`src/rtl/core_memory_arbiter_pkg.sv`:
```
// Shared definitions for the core memory arbiter slice.
// - Default bus widths and starvation limit used as parameter defaults.
// - Arbiter FSM state encoding.
package core_memory_arbiter_pkg;

    localparam int DEFAULT_ADDR_WIDTH   = 32;
    localparam int DEFAULT_DATA_WIDTH   = 32;
    localparam int DEFAULT_STARVE_LIMIT = 4;

    typedef enum logic [1:0] {
        IDLE      = 2'd0,
        INST_WAIT = 2'd1,
        DATA_WAIT = 2'd2
    } arb_state_e;

endpackage

```
`src/rtl/core_memory_arbiter_if.sv`:
```
// Unified memory port between the arbiter and the RAM/peripheral side.
// - master : arbiter; drives mem_read/mem_write/mem_address/mem_write_data.
// - slave  : memory;  drives mem_read_data and the one-cycle mem_response pulse.
interface core_memory_arbiter_if
    import core_memory_arbiter_pkg::*;
#(
    parameter int ADDR_WIDTH = DEFAULT_ADDR_WIDTH,
    parameter int DATA_WIDTH = DEFAULT_DATA_WIDTH
);
    logic                  mem_read;
    logic                  mem_write;
    logic [ADDR_WIDTH-1:0] mem_address;
    logic [DATA_WIDTH-1:0] mem_write_data;
    logic [DATA_WIDTH-1:0] mem_read_data;
    logic                  mem_response;

    modport master (
        output mem_read, mem_write, mem_address, mem_write_data,
        input  mem_read_data, mem_response
    );

    modport slave (
        input  mem_read, mem_write, mem_address, mem_write_data,
        output mem_read_data, mem_response
    );
endinterface

```
`src/rtl/core_memory_arbiter_fetch_buffer.sv`:
```
// One-entry instruction fetch buffer.
// - clk, reset   : clock, synchronous active-high reset
// - pc           : current core PC, compared against the stored address
// - fill         : load fill_addr/fill_data and mark the entry valid
// - inval        : a store is being granted to inval_addr
// - hit          : entry valid and its address equals pc
// - data         : stored instruction word
module core_memory_arbiter_fetch_buffer
    import core_memory_arbiter_pkg::*;
#(
    parameter int ADDR_WIDTH = DEFAULT_ADDR_WIDTH,
    parameter int DATA_WIDTH = DEFAULT_DATA_WIDTH
) (
    input  logic                  clk,
    input  logic                  reset,
    input  logic [ADDR_WIDTH-1:0] pc,
    input  logic                  fill,
    input  logic [ADDR_WIDTH-1:0] fill_addr,
    input  logic [DATA_WIDTH-1:0] fill_data,
    input  logic                  inval,
    input  logic [ADDR_WIDTH-1:0] inval_addr,
    output logic                  hit,
    output logic [DATA_WIDTH-1:0] data
);
    logic                  valid_q, valid_d;
    logic [ADDR_WIDTH-1:0] addr_q,  addr_d;
    logic [DATA_WIDTH-1:0] data_q,  data_d;

    always_comb begin
        // NOTE: every signal written here is defaulted first; a branch that skips one would infer a latch.
        valid_d = valid_q;
        addr_d  = addr_q;
        data_d  = data_q;
        if (fill) begin
            valid_d = 1'b1;
            addr_d  = fill_addr;
            data_d  = fill_data;
        end else if (inval && (inval_addr == addr_q)) begin
            // A store to the buffered address makes the held word stale.
            valid_d = 1'b0;
        end
    end

    always_ff @(posedge clk) begin
        // NOTE: non-blocking assignments so every flop samples pre-edge values.
        if (reset) begin
            valid_q <= 1'b0;
            addr_q  <= '0;
            // NOTE: the data word is reset as well because it drives instruction_data directly.
            data_q  <= '0;
        end else begin
            valid_q <= valid_d;
            addr_q  <= addr_d;
            data_q  <= data_d;
        end
    end

    assign hit  = valid_q && (addr_q == pc);
    assign data = data_q;
endmodule

```
`src/rtl/core_memory_arbiter.sv`:
```
// Shares one single-port memory between the core's instruction and data buses.
// - clk, reset                    : clock, synchronous active-high reset
// - instruction_address           : core PC; fetched whenever the buffer misses it
// - instruction_data/_response    : buffered word, valid while the buffer hits the PC
// - data_memory_read/_write       : level load/store request, held until response
// - data_address, write_data      : load/store address and store data
// - read_data                     : load result, held after the response pulse
// - data_memory_response          : one-cycle completion pulse for data accesses
// - mem                           : registered command port to the unified memory
// Data wins arbitration until STARVE_LIMIT consecutive data grants have been
// given while a fetch waits; the fetch is then forced through.
module core_memory_arbiter
    import core_memory_arbiter_pkg::*;
#(
    parameter int ADDR_WIDTH   = DEFAULT_ADDR_WIDTH,
    parameter int DATA_WIDTH   = DEFAULT_DATA_WIDTH,
    parameter int STARVE_LIMIT = DEFAULT_STARVE_LIMIT
) (
    input  logic                  clk,
    input  logic                  reset,
    input  logic [ADDR_WIDTH-1:0] instruction_address,
    output logic [DATA_WIDTH-1:0] instruction_data,
    output logic                  instruction_response,
    input  logic                  data_memory_read,
    input  logic                  data_memory_write,
    input  logic [ADDR_WIDTH-1:0] data_address,
    input  logic [DATA_WIDTH-1:0] write_data,
    output logic [DATA_WIDTH-1:0] read_data,
    output logic                  data_memory_response,
    core_memory_arbiter_if.master mem
);
    localparam int                CNT_W      = $clog2(STARVE_LIMIT + 1);
    localparam logic [CNT_W-1:0]  STARVE_MAX = CNT_W'(STARVE_LIMIT);

    arb_state_e            state_q, state_d;
    logic [CNT_W-1:0]      starve_q, starve_d;
    logic                  mem_read_q, mem_read_d;
    logic                  mem_write_q, mem_write_d;
    logic [ADDR_WIDTH-1:0] mem_address_q, mem_address_d;
    logic [DATA_WIDTH-1:0] mem_write_data_q, mem_write_data_d;
    logic [DATA_WIDTH-1:0] read_data_q, read_data_d;
    logic                  data_resp_q, data_resp_d;

    logic buf_hit, buf_fill, buf_inval;
    logic fetch_need, data_req;

    // During an instruction fetch mem_address_q holds the fetch address, so it
    // also serves as the address written into the buffer on completion.
    core_memory_arbiter_fetch_buffer #(
        .ADDR_WIDTH (ADDR_WIDTH),
        .DATA_WIDTH (DATA_WIDTH)
    ) u_fetch_buffer (
        .clk        (clk),
        .reset      (reset),
        .pc         (instruction_address),
        .fill       (buf_fill),
        .fill_addr  (mem_address_q),
        .fill_data  (mem.mem_read_data),
        .inval      (buf_inval),
        .inval_addr (data_address),
        .hit        (buf_hit),
        .data       (instruction_data)
    );

    assign fetch_need = ~buf_hit;
    assign data_req   = data_memory_read | data_memory_write;

    always_comb begin
        state_d          = state_q;
        starve_d         = starve_q;
        mem_read_d       = mem_read_q;
        mem_write_d      = mem_write_q;
        mem_address_d    = mem_address_q;
        mem_write_data_d = mem_write_data_q;
        read_data_d      = read_data_q;
        data_resp_d      = 1'b0;
        buf_fill         = 1'b0;
        buf_inval        = 1'b0;

        unique case (state_q)
            IDLE: begin
                // In the response-pulse cycle the core's request is still the
                // one just served, so nothing is granted in that cycle.
                if (!data_resp_q) begin
                    if (data_req && (!fetch_need || (starve_q < STARVE_MAX))) begin
                        // Read and write together is treated as a write.
                        mem_write_d      = data_memory_write;
                        mem_read_d       = ~data_memory_write;
                        mem_address_d    = data_address;
                        mem_write_data_d = write_data;
                        buf_inval        = data_memory_write;
                        state_d          = DATA_WAIT;
                        if (fetch_need) begin
                            starve_d = (starve_q == STARVE_MAX) ? starve_q : starve_q + 1'b1;
                        end else begin
                            starve_d = '0;
                        end
                    end else if (fetch_need) begin
                        mem_read_d    = 1'b1;
                        mem_write_d   = 1'b0;
                        mem_address_d = instruction_address;
                        state_d       = INST_WAIT;
                        starve_d      = '0;
                    end
                end
            end
            INST_WAIT: begin
                // A PC redirect mid-fetch still completes; the stale word simply never matches.
                if (mem.mem_response) begin
                    mem_read_d = 1'b0;
                    buf_fill   = 1'b1;
                    state_d    = IDLE;
                end
            end
            DATA_WAIT: begin
                if (mem.mem_response) begin
                    if (!mem_write_q) begin
                        read_data_d = mem.mem_read_data;
                    end
                    mem_read_d  = 1'b0;
                    mem_write_d = 1'b0;
                    data_resp_d = 1'b1;
                    state_d     = IDLE;
                end
            end
            default: state_d = IDLE;
        endcase
    end

    always_ff @(posedge clk) begin
        if (reset) begin
            state_q          <= IDLE;
            starve_q         <= '0;
            mem_read_q       <= 1'b0;
            mem_write_q      <= 1'b0;
            mem_address_q    <= '0;
            mem_write_data_q <= '0;
            read_data_q      <= '0;
            data_resp_q      <= 1'b0;
        end else begin
            state_q          <= state_d;
            starve_q         <= starve_d;
            mem_read_q       <= mem_read_d;
            mem_write_q      <= mem_write_d;
            mem_address_q    <= mem_address_d;
            mem_write_data_q <= mem_write_data_d;
            read_data_q      <= read_data_d;
            data_resp_q      <= data_resp_d;
        end
    end

    assign instruction_response = buf_hit;
    assign read_data            = read_data_q;
    assign data_memory_response = data_resp_q;
    assign mem.mem_read         = mem_read_q;
    assign mem.mem_write        = mem_write_q;
    assign mem.mem_address      = mem_address_q;
    assign mem.mem_write_data   = mem_write_data_q;
endmodule

```
`src/flat_wrapper.sv`:
```
// flat-port wrapper written by rule: the top's interface ports become plain ports
module core_memory_arbiter_flat import core_memory_arbiter_pkg::*;
#(
    parameter int ADDR_WIDTH   = DEFAULT_ADDR_WIDTH,
    parameter int DATA_WIDTH   = DEFAULT_DATA_WIDTH,
    parameter int STARVE_LIMIT = DEFAULT_STARVE_LIMIT
)
  (clk, reset, instruction_address, instruction_data, instruction_response, data_memory_read, data_memory_write, data_address, write_data, read_data, data_memory_response, mem_mem_read, mem_mem_write, mem_mem_address, mem_mem_write_data, mem_mem_read_data, mem_mem_response);
  core_memory_arbiter_if #(.ADDR_WIDTH(ADDR_WIDTH), .DATA_WIDTH(DATA_WIDTH)) mem_i ();
  input  logic clk;
  input  logic reset;
  input  logic [ADDR_WIDTH-1:0] instruction_address;
  output logic [DATA_WIDTH-1:0] instruction_data;
  output logic instruction_response;
  input  logic data_memory_read;
  input  logic data_memory_write;
  input  logic [ADDR_WIDTH-1:0] data_address;
  input  logic [DATA_WIDTH-1:0] write_data;
  output logic [DATA_WIDTH-1:0] read_data;
  output logic data_memory_response;
  output wire logic [$bits(mem_i.mem_read)-1:0] mem_mem_read;
  output wire logic [$bits(mem_i.mem_write)-1:0] mem_mem_write;
  output wire logic [$bits(mem_i.mem_address)-1:0] mem_mem_address;
  output wire logic [$bits(mem_i.mem_write_data)-1:0] mem_mem_write_data;
  input wire logic [$bits(mem_i.mem_read_data)-1:0] mem_mem_read_data;
  input wire logic [$bits(mem_i.mem_response)-1:0] mem_mem_response;
  assign mem_mem_read = mem_i.mem_read;
  assign mem_mem_write = mem_i.mem_write;
  assign mem_mem_address = mem_i.mem_address;
  assign mem_mem_write_data = mem_i.mem_write_data;
  assign mem_i.mem_read_data = mem_mem_read_data;
  assign mem_i.mem_response = mem_mem_response;
  core_memory_arbiter #(.ADDR_WIDTH(ADDR_WIDTH), .DATA_WIDTH(DATA_WIDTH), .STARVE_LIMIT(STARVE_LIMIT)) u_core (.clk(clk), .reset(reset), .instruction_address(instruction_address), .instruction_data(instruction_data), .instruction_response(instruction_response), .data_memory_read(data_memory_read), .data_memory_write(data_memory_write), .data_address(data_address), .write_data(write_data), .read_data(read_data), .data_memory_response(data_memory_response), .mem(mem_i));
endmodule
```
`config.mk`:
```
export PLATFORM = sky130hd
export DESIGN_NAME = core_memory_arbiter_flat
export DESIGN_NICKNAME = d
export VERILOG_FILES = /design/src/rtl/core_memory_arbiter_pkg.sv /design/src/rtl/core_memory_arbiter_if.sv /design/src/rtl/core_memory_arbiter_fetch_buffer.sv /design/src/rtl/core_memory_arbiter.sv /design/src/flat_wrapper.sv
export SDC_FILE = /design/constraint.sdc
export NUM_CORES = 1
export LEC_CHECK = 0
export CORE_ASPECT_RATIO = 1.5
export CORE_UTILIZATION = 45
export DETAILED_ROUTE_END_ITERATION = 16
export PLACE_DENSITY = 0.89
export SYNTH_ARGS = -nofsm -noshare
export SYNTH_HDL_FRONTEND = slang
export SYNTH_SLANG_ARGS = --single-unit
```
`constraint.sdc`:
```
create_clock -name clk -period 2.97 [get_ports clk]
set_clock_uncertainty 0.1 [all_clocks]
set_input_delay 0.4455 -clock clk [delete_from_list [all_inputs] [get_ports clk]]
set_output_delay 0.4455 -clock clk [all_outputs]
set_load 0.02 [all_outputs]
```
# After elaboration in Yosys (flattened, before gate mapping)
# Cells that the tools add are included.
[op_classes] n_eq_ne=11 add_sub_neg=1 reduce_logical=17 bitwise=5 n_lt_le_gt_ge=1 muxes=27
[ops] operator="equality test 32 bit" count=2
[ops] operator="two-way mux 32 bit" count=2
[ops] operator="two-way mux 1 bit" count=14
[ops] operator="two-way mux 3 bit" count=4
[ops] operator="AND reduction 3 bit" count=4
[ops] operator="AND reduction 4 bit" count=3
[ops] operator="two-way mux 2 bit" count=4
[ops] operator="inequality test 2 bit (second input constant)" count=3
[ops] operator="nonzero test 2 bit" count=3
[ops] operator="NOT 1 bit" count=4
[ops] operator="case mux 1 bit (2 select lines)" count=2
[ops] operator="case mux 2 bit (2 select lines)" count=1
[ops] operator="OR reduction 2 bit" count=2
[ops] operator="adder 3 x 1 -> 3 bit (second input constant)" count=1
[ops] operator="equality test 3 bit (second input constant)" count=1
[ops] operator="logical AND 1 bit" count=3
[ops] operator="less-than comparator 3 bit (second input constant)" count=1
[ops] operator="inequality test 3 x 2 -> 1 bit (second input constant)" count=1
[ops] operator="inequality test 3 bit (second input constant)" count=1
[ops] operator="equality test 2 x 1 -> 1 bit (second input constant)" count=1
[ops] operator="equality test 2 bit (second input constant)" count=1
[ops] operator="logical NOT 2 bit" count=1
[ops] operator="inequality test 2 x 1 -> 1 bit (second input constant)" count=1
[ops] operator="logical OR 1 bit" count=1
[ops] operator="OR 1 bit" count=1
[totals] output_inout_bits=132 register_bits=169 wordCells=73 inputBits=133

# Logic depth before layout (Yosys ltp)
# Gate-level depths: netlist of the first run.
[depth] word_depth=10 mapped_depth=9 mapped_depth_nobuf=8

# Modules after synthesis
# Synthesis of the first run repeated with hierarchy kept, for this count alone.
[unflattened] hier_cells=816 hier_area_um2=7109.3
[modules_own_cells] module="core_memory_arbiter" area_each_um2=4150.2 n_inst=1 seq_area_each_um2=2082.0 cells_per_inst=521
[modules_own_cells] module="core_memory_arbiter_fetch_buffer" area_each_um2=2959.1 n_inst=1 seq_area_each_um2=1301.2 cells_per_inst=295

# Worst setup path after synthesis of the first run
# Ideal clock, no wire load.
[synth_timing] path_type="input -> register" start="in instruction_address[15]" end="reg u_core.mem_address_q[10], in the netlist u_core.mem.mem_address[10]" slack_ns=0.497 stages=8 setup_ns=0.119 arrival_time_ns=2.254 required_time_ns=2.751 path_buffers=2 cell_sequence="xor2_1 > or4_4 > nor4_4 > a31o_1 > buf_6 > nand2_4 > buf_6 > o221a_2"
[synth_via] elab_chain_cells=6 word_cells_on_any_way=7 classes_between="eq/ne (2); mux (1); reduce/logical (4)"
[synth_lines] element="from (decl)" line="flat_wrapper.sv:12" source="input logic [ADDR_WIDTH-1:0] instruction_address;"
[synth_lines] element="equality test 32 bit (*)" line="core_memory_arbiter_fetch_buffer.sv:58" source="assign hit = valid_q && (addr_q == pc);"
[synth_lines] element="logical AND 1 bit (*)" line="core_memory_arbiter_fetch_buffer.sv:58"
[synth_lines] element="logical OR 1 bit" line="core_memory_arbiter.sv:85" source="if (data_req && (!fetch_need || (starve_q < STARVE_MAX))) begin"
[synth_lines] element="logical AND 1 bit" line="core_memory_arbiter.sv:85"
[synth_lines] element="inequality test 2 bit (no source line)"
[synth_lines] element="AND reduction 3 bit (no source line)"
[synth_lines] element="to (signal assigned)" line="core_memory_arbiter.sv:145" source="mem_address_q <= mem_address_d;"
[synth_lines] element="to (decl)" line="core_memory_arbiter.sv:39" source="logic [ADDR_WIDTH-1:0] mem_address_q, mem_address_d;"
# Every way passes the cells marked *; elsewhere a longest branch is shown, timed or not.
# A chain may end at the register's enable or synchronous reset.

# Worst setup path after layout of the first run
[layout_timing] start="in instruction_address[15]" end="out instruction_response"
[layout_via] elab_chain_cells=2
[layout_lines] element="equality test 32 bit" line="core_memory_arbiter_fetch_buffer.sv:58"
[layout_lines] element="logical AND 1 bit" line="core_memory_arbiter_fetch_buffer.sv:58"
[layout_lines] element="to (decl)" line="flat_wrapper.sv:14" source="output logic instruction_response;"
# Every way passes these cells.

==> metrics.md, run 1 <==
| Metric | Value |
|---|---|
| Worst-case reg-to-reg path depth | `6` |
| Max IR drop VDD | `0.000360 V` |
| Crit-path max FO | `2` |
| Clk Latency, worst-skew pair | `roughly 420 ps` |
| Final hold violations | `0` |
| Core Rows | `56` |
| Initial core utilization | `a little under half` |
| Power share of the clock group | `a little over a third` |
| Reg2reg end | `u_core.state_q[1]` |
| HPWL Detailed | `16.4 mm` |
| Comb pwr share | `23.1%` |
| Period utilization | `93.7%` |
| Setup WS pre-CTS | `-402 ps` |
| Reg-to-reg slack, setup | `420 ps` |
| Ranking of synthesized cells by area | `dfxtp_1 (47%), a21oi_1 (11%), nand2_1 (10%)` |
| Post-Layout Cell Count | `about 1400` |
| Initial DRC count | `just under 500` |
| Via density | `5.49` |
| HP Class | `register to register` |
| RSZ-0062 raised after global routing | `false` |
| Seq/Total Area, Yosys | `47.0%` |
| Post-synth top area share | `47.0%` |
| Leading area contributor after synthesis | `dfxtp_1` |
| Post-route cell area | `10800 um2` |
| Synthesized flop and latch total | `169` |
| Post-route minimum period | `2780 ps` |
| CTS max path bufs | `2` |
| Die Span Y | `157 um` |
| Finished Core Util | `between 60% and 70%` |
| Total GRT Usage | `27.8%` |
| First-pass DRT Iterations | `5` |
| Most common cell in the netlist | `nand2_1` |
| Critical path class | `input port to output pin` |
| PwrDens | `590 nW/um2` |
| Register area | `3380 um2` |
| Nets | `1272` |
| Final Max Tran Viols | `0` |
| Post-synth EDFFs | `0` |
| Post-DRT Antenna Nets | `0` |
| Worst path slowest cell | `or4_4` |
| Detailed-route DRC error count | `0` |
| Yosys cell types | `47` |
| Hold Crit Depth | `2` |
| Final count of negative-setup-slack endpoints | `0` |
| Die area | `16500 um2` |
| Core Region | `15600 um2` |
| Area Growth Syn to Fin | `50.0%` |
| Vias | `7426` |
| Initial antenna violation count | `2` |
| Slowest stage delay, CP | `560 ps` |
| Synthesis Warnings | `0` |
| Routed WL | `23.8 mm` |
| Total CTS buffers | `17` |
| Internal power | `4490 uW` |
| PortBufs | `264` |
| CP Cell Sequence | `clkdlybuf4s50_1 > xor2_1 > or4_4 > nor4_4 > nand4bb_1 > inv_1 > buf_4` |
| Measured slew at the worst slew-check pin | `673 ps` |
| Final worst setup slack | `188 ps` |
| TritonCTS Sinks | `around 170` |
| Overflow after GRT | `0` |
| Max-slew headroom | `between 50% and 60%` |
| Gpl congestion | `roughly 0.89` |
| Cell area after synthesis | `7200 um2` |
| Die X | `105 um` |
| Average cell area after synthesis | `8.20 um2` |
| Post-Syn Nets | `slightly above 1000` |
| Switching Fraction | `29.5%` |
| Vias in the first global route | `7166` |
| Clock Tree Root | `clkbuf_16` |
| Critical hold path startpoint | `u_core.read_data[22]` |
| Fillers | `1183` |
| Status | `finished clean` |
| CTS tree | `built` |
| Worst Hold Path EP | `u_core.read_data[22]` |
| Critical path launch point type | `input port` |
| Critical path origin | `instruction_address[15]` |
| Synth top cells by count | `nand2_1 (200), dfxtp_1 (169), a21oi_1 (163)` |
| H-tree depth | `4` |
| Clock-pin slew on the worst setup and hold paths | `70 ps` |
| Area post-placement | `10200 um2` |
| First-pass GRT wire length | `36.2 mm` |
| Req. time, crit path | `2420 ps` |
| WHS | `353 ps` |
| Max frequency | `359 MHz` |
| Async S/R FF share, synth | `0%` |
| Area of the multi-input gates | `3410 um2` |
| Placed Cells | `1317` |
| Top FF cell, synth | `dfxtp_1` |
| CP Capture Type | `output pin` |
| Sw Pwr | `around 1900 uW` |
| Syn Inst Count | `~880` |
| Crit Reg-Reg Startpoint | `u_core.u_fetch_buffer.addr_q[10]` |
| Top-level I/O count | `~270` |
| Routed len/inst | `17.6 um` |
| Fraction of layout cells with a size suffix above 1 | `9.33%` |
| Largest net degree at the start of global routing | `66` |
| Max-cap violations | `0` |
| Leak Pwr | `0.00406 uW` |
| Critical Path AT | `2240 ps` |
| Flop pwr share | `around two fifths` |
## kinds of logic after synthesis
family / share of synthesized area (%)
AOI/OAI and AO/OA: 20.7
DFF: 47.0
and+or+nand+nor: 18.3
buffers and inverters: 5.84
xor gates and xnor gates: 7.30
adders and majority gates: 0.869
## layer usage
layer,part of all wire (%),vias to the layer above,track usage [%]
met1,37,3467,30.9
li1,-,3519,-
met5,0,-,0
met2,50,350,47.6
met3,7.2,90,7.08
met4,5.5,0,16.8
## cells in the final DEF (no fill, tap or decap), types with 3 or more instances in the layout
master	netlist	layout
nand3_1	40	40
o221a_1	4	4
bufinv_16	0	3
dfxtp_1	169	169
buf_12	0	7
inv_6	0	5
o221a_2	28	28
nand2_1	200	199
nor2_2	2	3
buf_4	0	29
a21oi_1	163	163
nor2_1	5	4
clkdlybuf4s50_1	0	262
o21ai_0	40	39
ha_1	5	5
nor4_1	11	11
nand4_1	8	8
inv_1	40	40
xnor2_1	19	19
nand2b_1	8	8
clkbuf_16	0	17
xor2_1	41	41
## sequential cells by signal, summed over array words and instances (netlist names)
signal and flops:
u_core.state_q 2, u_core.mem.mem_write_data 32, u_core.mem.mem_read 1, u_core.data_memory_response 1
u_core.u_fetch_buffer.addr_q 32, u_core.mem.mem_address 32, u_core.starve_q 3, u_core.mem.mem_write 1
u_core.read_data 32, u_core.u_fetch_buffer.data 32, u_core.u_fetch_buffer.valid_q 1
## critical path, delay by kind of cell
| kind | cells | cell delay [ps] |
|---|---|---|
| xor+xnor | 1 | 180 |
| buf+inv | 3 | 690 |
| simple gates | 3 | 930 |
## worst max-delay path by stage
| stage | endpoint | slack, ps |
|---|---|---|
| 2_1_floorplan | u_core.mem.mem_address[10] | 500 |
| 3_3_place_gp | instruction_response | -390 |
| 3_5_place_dp | instruction_response | -400 |
| 4_1_cts | instruction_response | 50 |
| 5_1_grt | instruction_response | 100 |
| 6_report | instruction_response | 190 |
## power by group through the flow
stage	clock network (uW)	registers [uW]	logic, uW
finish	2330	2570	1470
CTS	2360	2570	1470
detailed placement	0	2620	1450
global route	2450	2590	1560
global placement	0	2610	1440
floorplan	0	2800	525
## per-stage QoR
step	total power [uW]	TNS, ps
after floorplan	3320	0
final	6370	0
after CTS	6390	0
after global placement	4040	-5390
after detailed placement	4070	-5820
after global routing	6600	0
## timing repair
item                                    in CTS  in global routing
pin swaps                                    1                  2
gates resized for setup                      4                  1
hold buffers                                 0                  0
setup buffers                                1                  0
endpoints found under the setup margin       1                  1
## layout make-up
| class | instances | share of cell area (%) |
|---|---|---|
| tap | 203 | 2.35 |
| clock inverter | 13 | 1.68 |
| clock buffer | 19 | 4.01 |
| sequential | 169 | 31.3 |
| antenna | 2 | 0.0463 |
| inverter | 40 | 1.39 |
| timing repair buffer | 298 | 27.6 |
| multi-input combinational | 608 | 31.6 |
Note: power is estimated with default switching activity, not from simulation.
==> run 2: changes to the inputs <==
- CTS_CLUSTER_SIZE: unset -> 10
- HOLD_SLACK_MARGIN: unset -> 0.15
==> results of run 2 <==
No change in the layout: final DEF, timing and power equal those of run 1.
==> run 3: changes to the inputs <==
- HOLD_SLACK_MARGIN: 0.15 -> 0.08
- PLACE_DENSITY: 0.89 -> unset
- PLACE_DENSITY_LB_ADDON: unset -> 0.3
==> metrics.md, run 3 (same netlist as run 1, synthesis figures left out) <==
| Metric | Value |
|---|---|
| Req. time, crit path | `2420 ps` |
| H-tree depth | `4` |
| Reg2reg end | `u_core.state_q[1]` |
| Final hold violations | `0` |
| Crit-path max FO | `2` |
| Initial antenna violation count | `0` |
| Core Rows | `between 50 and 60` |
| Detailed-route DRC error count | `0` |
| Power share of the clock group | `36.4%` |
| Post-Layout Cell Count | `1347` |
| Via density | `5.33` |
| Post-route minimum period | `roughly 2900 ps` |
| RSZ-0062 raised after global routing | `false` |
| Max-cap violations | `0` |
| Clk Latency, worst-skew pair | `420 ps` |
| Final count of negative-setup-slack endpoints | `0` |
| Comb pwr share | `23.1%` |
| Max frequency | `344 MHz` |
| HP Class | `input port to register` |
| Die Span Y | `roughly 160 um` |
| Internal power | `4540 uW` |
| PwrDens | `around 590 nW/um2` |
| Status | `finished clean` |
| Gpl congestion | `0.872` |
| Critical path class | `input port to output pin` |
| Area Growth Syn to Fin | `50.1%` |
| Worst path slowest cell | `or4_4` |
| Switching Fraction | `between 20 and 30%` |
| Final Max Tran Viols | `0` |
| Initial core utilization | `46.1%` |
| Slowest stage delay, CP | `560 ps` |
| Total CTS buffers | `17` |
| Routed WL | `22.8 mm` |
| Routed len/inst | `16.9 um` |
| Clock Tree Root | `clkbuf_16` |
| Commonest non-fill, non-tap cell in the layout | `clkdlybuf4s50_1` |
| Post-DRT Antenna Nets | `0` |
| Critical path launch point type | `input port` |
| Fraction of layout cells with a size suffix above 1 | `9.27%` |
| Post-CTS Setup Bufs | `0` |
| Reg-to-reg slack, setup | `around 410 ps` |
| Top-level I/O count | `265` |
| Overflow after GRT | `0` |
| Total GRT Usage | `27.4%` |
| Vias | `between 7000 and 8000` |
| CTS max path bufs | `2` |
| TritonCTS Sinks | `approximately 170` |
| Max-slew headroom | `~40%` |
| Crit Reg-Reg Startpoint | `u_core.u_fetch_buffer.addr_q[10]` |
| Die X | `105 um` |
| Die area | `around 17000 um2` |
| Nets | `1271` |
| Placed Cells | `approximately 1300` |
| Commonest cells after routing, fill and taps aside | `clkdlybuf4s50_1 (262), nand2_1 (199), dfxtp_1 (169), a21oi_1 (163), xor2_1 (41)` |
| TNS Setup | `0 ps` |
| Max IR drop VDD | `roughly 0.00041 V` |
| Finished Core Util | `69.2%` |
| Critical hold path startpoint | `reset` |
| Sw Pwr | `~1800 uW` |
| HPWL Detailed | `15.9 mm` |
| Initial DRC count | `slightly below 400` |
| Period utilization | `about 100%` |
| First-pass GRT wire length | `about 36 mm` |
| Antenna diodes | `0` |
| Worst Hold Path EP | `u_core.data_memory_response` |
| Vias in the first global route | `7002` |
| Core Region | `15600 um2` |
| CTS tree | `built` |
| PortBufs | `264` |
| Flop pwr share | `40.5%` |
| Measured slew at the worst slew-check pin | `roughly 910 ps` |
| CP Capture Type | `output pin` |
| First-pass DRT Iterations | `4` |
| Largest net degree at the start of global routing | `103` |
| Hold Crit Depth | `2` |
| Clock-pin slew on the worst setup and hold paths | `around 60 ps` |
| Leak Pwr | `0.00405 uW` |
| Worst-case reg-to-reg path depth | `6` |
| CP Cell Sequence | `clkdlybuf4s50_1 > xor2_1 > or4_4 > nor4_4 > nand4bb_1 > inv_1 > buf_2` |
| Critical Path AT | `around 2400 ps` |
-- run 3: critical path, delay by kind of cell --
family,cells,cell delay (ps)
simple gates,3,1000
buf+inv,3,730
xor+xnor,1,190
-- run 3: metal layers --
metal  up-vias  share of wire, %  global-route usage (%)
met5         -                 0                       0
met4         0               4.6                    15.1
met3        63               7.4                    8.03
met2       279                49                    46.6
met1      3325                39                    30.7
li1       3510                 -                       -
-- run 3: cell type report --
type | instances | area [um2]
fillers | 1277 | 4820
multi-input cells | 608 | 3420
flip-flops and latches | 169 | 3380
repair buffers | 297 | 2980
clock buffers | 21 | 470
well taps | 203 | 254
inverters | 40 | 150
clock inverters | 9 | 140
-- run 3: worst max path at each step --
stage	from	end	slack, ps	cells after the start
global placement	instruction_address[15]	instruction_response	-380	7
CTS	instruction_address[15]	instruction_response	30	7
global route	instruction_address[15]	instruction_response	2	7
detailed placement	instruction_address[15]	instruction_response	-450	7
floorplan	instruction_address[15]	u_core.mem.mem_address[10]	500	8
finish	instruction_address[15]	instruction_response	60	7
-- run 3: metrics by stage --
stage,cell area [um2],power (uW),setup slack [ps],hold slack (ps)
floorplan,7200,3320,497,367
global placement,10200,4050,-384,340
detailed placement,10200,4070,-452,346
CTS,10800,6360,28.2,267
global route,10800,6590,2.14,274
finish,10800,6340,59.5,274
-- run 3: timing repair --
| action | in CTS | in global routing |
|---|---|---|
| hold buffers | 0 | 0 |
| gates resized for setup | 3 | 2 |
| pin swaps | 1 | 1 |
| endpoints found under the setup margin | 1 | 1 |
| endpoints found under the hold margin | 0 | 0 |
-- run 3: power groups by stage --
stage / Sequential [uW] / Combinational, uW / Clock, uW
6_report: 2570 / 1470 / 2310
5_1_grt: 2590 / 1560 / 2430
3_3_place_gp: 2610 / 1450 / 0
3_5_place_dp: 2610 / 1460 / 0
4_1_cts: 2570 / 1470 / 2330
2_1_floorplan: 2800 / 525 / 0
==> RTL edit 1: new RTL, config.mk and constraints of run 1 <==
The 3 states of `arb_state_e` get a one-hot encoding in 3 bits.
--- a/src/rtl/core_memory_arbiter_pkg.sv
+++ b/src/rtl/core_memory_arbiter_pkg.sv
@@ -7,10 +7,10 @@
     localparam int DEFAULT_DATA_WIDTH   = 32;
     localparam int DEFAULT_STARVE_LIMIT = 4;
 
-    typedef enum logic [1:0] {
-        IDLE      = 2'd0,
-        INST_WAIT = 2'd1,
-        DATA_WAIT = 2'd2
+    typedef enum logic [2:0] {
+        IDLE      = 3'b001,
+        INST_WAIT = 3'b010,
+        DATA_WAIT = 3'b100
     } arb_state_e;
 
 endpackage
Formal check against the unedited RTL: same outputs for any inputs over 4 cycles, from zero or initial values and one cycle with reset high; so few cycles prove little.
==> RTL edit 1 against run 1 <==
  * Wire length grew 13%
  * Maximum frequency shrank 3.9%
  * Worst setup slack lost 0.11 ns
  * Global-route usage grew 2.2 points
  * Final cell count grew 5.6%
  * Area after synthesis grew 8.8%
  * Cell area grew 5.5%
  * Die area grew 8.6%
  * Power shrank 2.3%
  * Non-clock buffer count shrank 4
  * Sequential cell count grew 1
  * Sequential power is essentially flat
  * Largest power group unchanged
  * Via count grew 9.9%
==> RTL edit 1: results (changes against run 1) <==
outcome:
  run_status: "completed"
power:
  p_comb_frac: 0.250  # +0.019
  p_leak_uw: 0.00393  # -3.2%
  seqPwrFrac: 0.413  # +0.010
  intPower_uw: 4300  # -4.4%
  vdd_ir_drop_max_mv: 0.451  # +25%
logic_synthesis:
  syn_nets: 1106  # +8.9%
  ys_seq_area_frac: 0.435  # -0.0354
  synth_compound_area_frac: 0.229  # +0.0224
  synth_cell_types: 49  # +4.3%
  synth-adder-area-share: 0.00320  # -0.00550
  synthTopCellsByArea: "dfxtp_1 43%, nand2_1 14%, a21oi_1 8.4%"
setup_path:
  reg2reg_slack_ns: 0.53  # +0.11 ns
  worstSetupStartpoint: "instruction_address[28]"
  r2r_start: "u_core.u_fetch_buffer.addr_q[28]$_SDFFE_PP0P_"
  r2r_end: "u_core.mem.mem_address[19]$_SDFFE_PP0P_"
  critPathTopFamily: "buffers and inverters"
  slowest_delay_ns: 0.50  # -0.06 ns
  worstPathArrival_ns: 2.35  # +0.11 ns
  reg2reg_depth: 9  # +3
place:
  pre_cts_slack_ns: -0.0873  # +0.314 ns
hold_path:
  min_delay_worst_endpoint: "u_core.data_memory_response$_SDFF_PP0_"
  hp-class: "in -> reg"
global_routing:
  grt_util_all_layers: 0.300  # +0.0218
  first_global_vias: 7930  # +11%
  grt_pass1_wl_um: 41100  # +14%
drt:
  routed-via-count: 8158  # +9.9%
cts:
  cts_sinks: 170  # +0.59%
  cts_setup_buffers: 0  # -1
RTL edit 1: changes by cell type after synthesis, sizes merged, moves of 30 or more:
cell	run 1	this run
nand3	40	2
o21ai	40	5
a21oi	163	132
o221a	32	0
nor2	7	73
inv	40	6
xnor2	19	49
a221oi	0	31
a41oi	0	30
a211oi	1	32
nand2	201	291
RTL edit 1: stage by stage:
step / util / cells / cell area [um2] / total power (uW) / hold slack (ns)
2_1_floorplan: - / 971 / 7830 / 3390 / 0.370
3_3_place_gp: 0.638 / 1396 / 10800 / 4120 / 0.341
3_5_place_dp: 0.638 / 1396 / 10800 / 4160 / 0.345
4_1_cts: 0.671 / 1428 / 11400 / 6250 / 0.344
5_1_grt: 0.674 / 1428 / 11400 / 6470 / 0.369
6_report: 0.674 / 1428 / 11400 / 6230 / 0.350
RTL edit 1: layer usage:
metal | global-route usage | routed length (um)
met4 | 0.205 | 1770
met5 | 0 | 0
met1 | 0.326 | 9490
met3 | 0.0842 | 2380
met2 | 0.496 | 13100
==> RTL edit 2: new RTL, config.mk and constraints of run 1 <==
Without the edit above. The package constant `DEFAULT_ADDR_WIDTH` goes from 32 to 16.
--- a/src/rtl/core_memory_arbiter_pkg.sv
+++ b/src/rtl/core_memory_arbiter_pkg.sv
@@ -3,7 +3,7 @@
 // - Arbiter FSM state encoding.
 package core_memory_arbiter_pkg;
 
-    localparam int DEFAULT_ADDR_WIDTH   = 32;
+    localparam int DEFAULT_ADDR_WIDTH   = 16;
     localparam int DEFAULT_DATA_WIDTH   = 32;
     localparam int DEFAULT_STARVE_LIMIT = 4;
 
Ports: changed (resized data_address, instruction_address and mem_mem_address); port bits go from 265 to 217. The function was not compared with the original's and may differ.
==> RTL edit 2 against run 1 <==
  * Critical path depth is the same
  * Register-to-register slack improved by 0.26 ns
  * Via count fell by 22%
  * Power down 19%
  * Synthesized cell count decreased by 18%
  * Worst hold slack hardly changed
  * Cell area fell by 21%
  * Sequential cell count down 32
  * Area after synthesis down 22%
  * Wire length is 28% lower
  * Worst setup slack better by 0.21 ns
  * Utilization up 1.5 points
  * Clock power decreased by 13%
==> RTL edit 2: results (changes against run 1) <==
setup_path:
  cp_slowest_cell: "clkdlybuf4s50_1"
  worstPathArrival_ns: 2.03  # -0.21 ns
  slowest_delay_ns: 0.44  # -0.12 ns
  path_max_fanout: 2  # unchanged
  worstSetupStartpoint: "instruction_address[2]"
  critPathTopFamily: "buffers and inverters"
  r2r_start: "u_core.u_fetch_buffer.addr_q[2]$_SDFFE_PP0P_"
power:
  vdd_ir_drop_max_mv: 0.437  # +21%
  p_leak_uw: 0.00311  # -23%
drt:
  drt-pass1-iter-count: 5  # unchanged
  drt_iter0_markers: 274  # -45%
  routed-via-count: 5823  # -22%
  wirelength_um: 17200  # -28%
  top_layer_used: "met4"
  dr_wl_met2_um: 8860  # -26%
  met1_length_um: 6480  # -27%
  met3_length_um: 961  # -43%
logic_synthesis:
  synthTopCellsByArea: "dfxtp_1 49%, nand2_1 14%, a21oi_1 10%"
  synth_xor_area_frac: 0.0435  # -0.0295
  syn_nets: 822  # -19%
  synthMuxAreaShare: 0  # unchanged
  synth_cell_types: 35  # -26%
  ys_seq_area_frac: 0.487  # +0.0167
  yosys_warnings: 0  # unchanged
  synth_ff_type: "dfxtp_1"
  synth_compound_area_frac: 0.180  # -0.0274
  synth-adder-area-share: 0.0111  # +0.00241
  synth.cells.most_frequent: "203 x nand2_1, 137 x dfxtp_1, 118 x a21oi_1"
cts:
  clk_latency_ns: 0.40  # -0.02 ns
  cts_setup_buffers: 0  # -1
  clockBufferDepth: 2  # unchanged
  cts-root-buf: "clkbuf_16"
  cts-resized-gates: 0  # -4
  numCtsBuffers: 17  # unchanged
final_layout:
  drive_above_1_share: 0.0677  # -0.0255
  fin_nets: 1023  # -20%
  multi_input_area_um2: 2650  # -23%
  fillers: 954  # -19%
  antenna_cells: 0  # -2
place:
  pre_cts_slack_ns: 0.0126  # +0.414 ns
  placed_cell_area_um2: 7950  # -22%
  dp_hpwl_um: 12100  # -26%
  numPortBuffers: 216  # -18%
  gp_congestion: 0.905  # +1.4%
timing:
  tightest_slew_ns: 0.656  # -0.0164 ns
global_routing:
  grt_pass1_wl_um: 27500  # -24%
  grt_util_all_layers: 0.269  # -0.00899
  grt_max_degree: 63  # -4.5%
  first_global_vias: 5740  # -20%
  antenna_found_initial: 0  # -2
hold_path:
  hp-class: "reg -> reg"
  hp-start: "u_core.read_data[7]$_SDFFE_PP0P_"
outcome:
  run_status: "completed"
-- RTL edit 2: cell count changes after synthesis, moves of 16 or more --
| cell | before | now |
|---|---|---|
| a21oi_1 | 163 | 118 |
| nor2_1 | 5 | 23 |
| dfxtp_1 | 169 | 137 |
| inv_1 | 40 | 9 |
| xor2_1 | 41 | 20 |
| a311oi_1 | 0 | 16 |
| o221a_2 | 28 | 0 |
-- RTL edit 2: area by class of cell --
class,instances,share of cell area
flip-flops and latches,137,0.322
multi-input cells,517,0.310
repair buffers,235,0.275
clock buffers,18,0.0503
well taps,153,0.0225
clock inverters,14,0.0164
inverters,9,0.00396
-- RTL edit 2: worst paths after layout --
kind | to | slack (ns) | cells after the start
worst max-delay path | instruction_response | 0.40 | 7
worst min-delay path | u_core.read_data[7]$_SDFFE_PP0P_ | 0.35 | 2
worst max register to register | u_core.mem.mem_address[4]$_SDFFE_PP0P_ | 0.68 | 8
worst min register to register | u_core.read_data[7]$_SDFFE_PP0P_ | 0.35 | 2
-- RTL edit 2: report_power, final --
part	leakage [uW]	internal, uW	switching, uW
registers	0.00112	1980	85.4
logic	0.00172	499	590
clock network	0.000274	1170	852
total	0.00311	3650	1530
-- RTL edit 2: through the flow --
step           hold WS [ns]  instances  total power, uW
2_1_floorplan         0.363        716             2650
3_3_place_gp          0.341       1051             3160
3_5_place_dp          0.346       1051             3190
4_1_cts               0.355       1083             5210
5_1_grt               0.371       1083             5390
6_report              0.353       1083             5180
-- RTL edit 2: logic make-up after synthesis --
group | after synthesis
adder cells (fa/ha/maj) | 5
XOR/XNOR | 28
AO/OA/AOI/OAI | 182
AND/OR/NAND/NOR | 302
flip-flops | 137
buffers and inverters | 62
-- RTL edit 2: per-layer routing --
metal | GRT usage | up-vias
met5 | 0 | -
met4 | 0.159 | 0
met3 | 0.0587 | 64
met2 | 0.473 | 240
met1 | 0.289 | 2696
li1 | - | 2823
-- RTL edit 2: tightest hold or removal path, cell delays in order (launching register included) --
cell and delay (ns):
dfxtp_1 0.31, nand2_1 0.05, a21oi_1 0.05
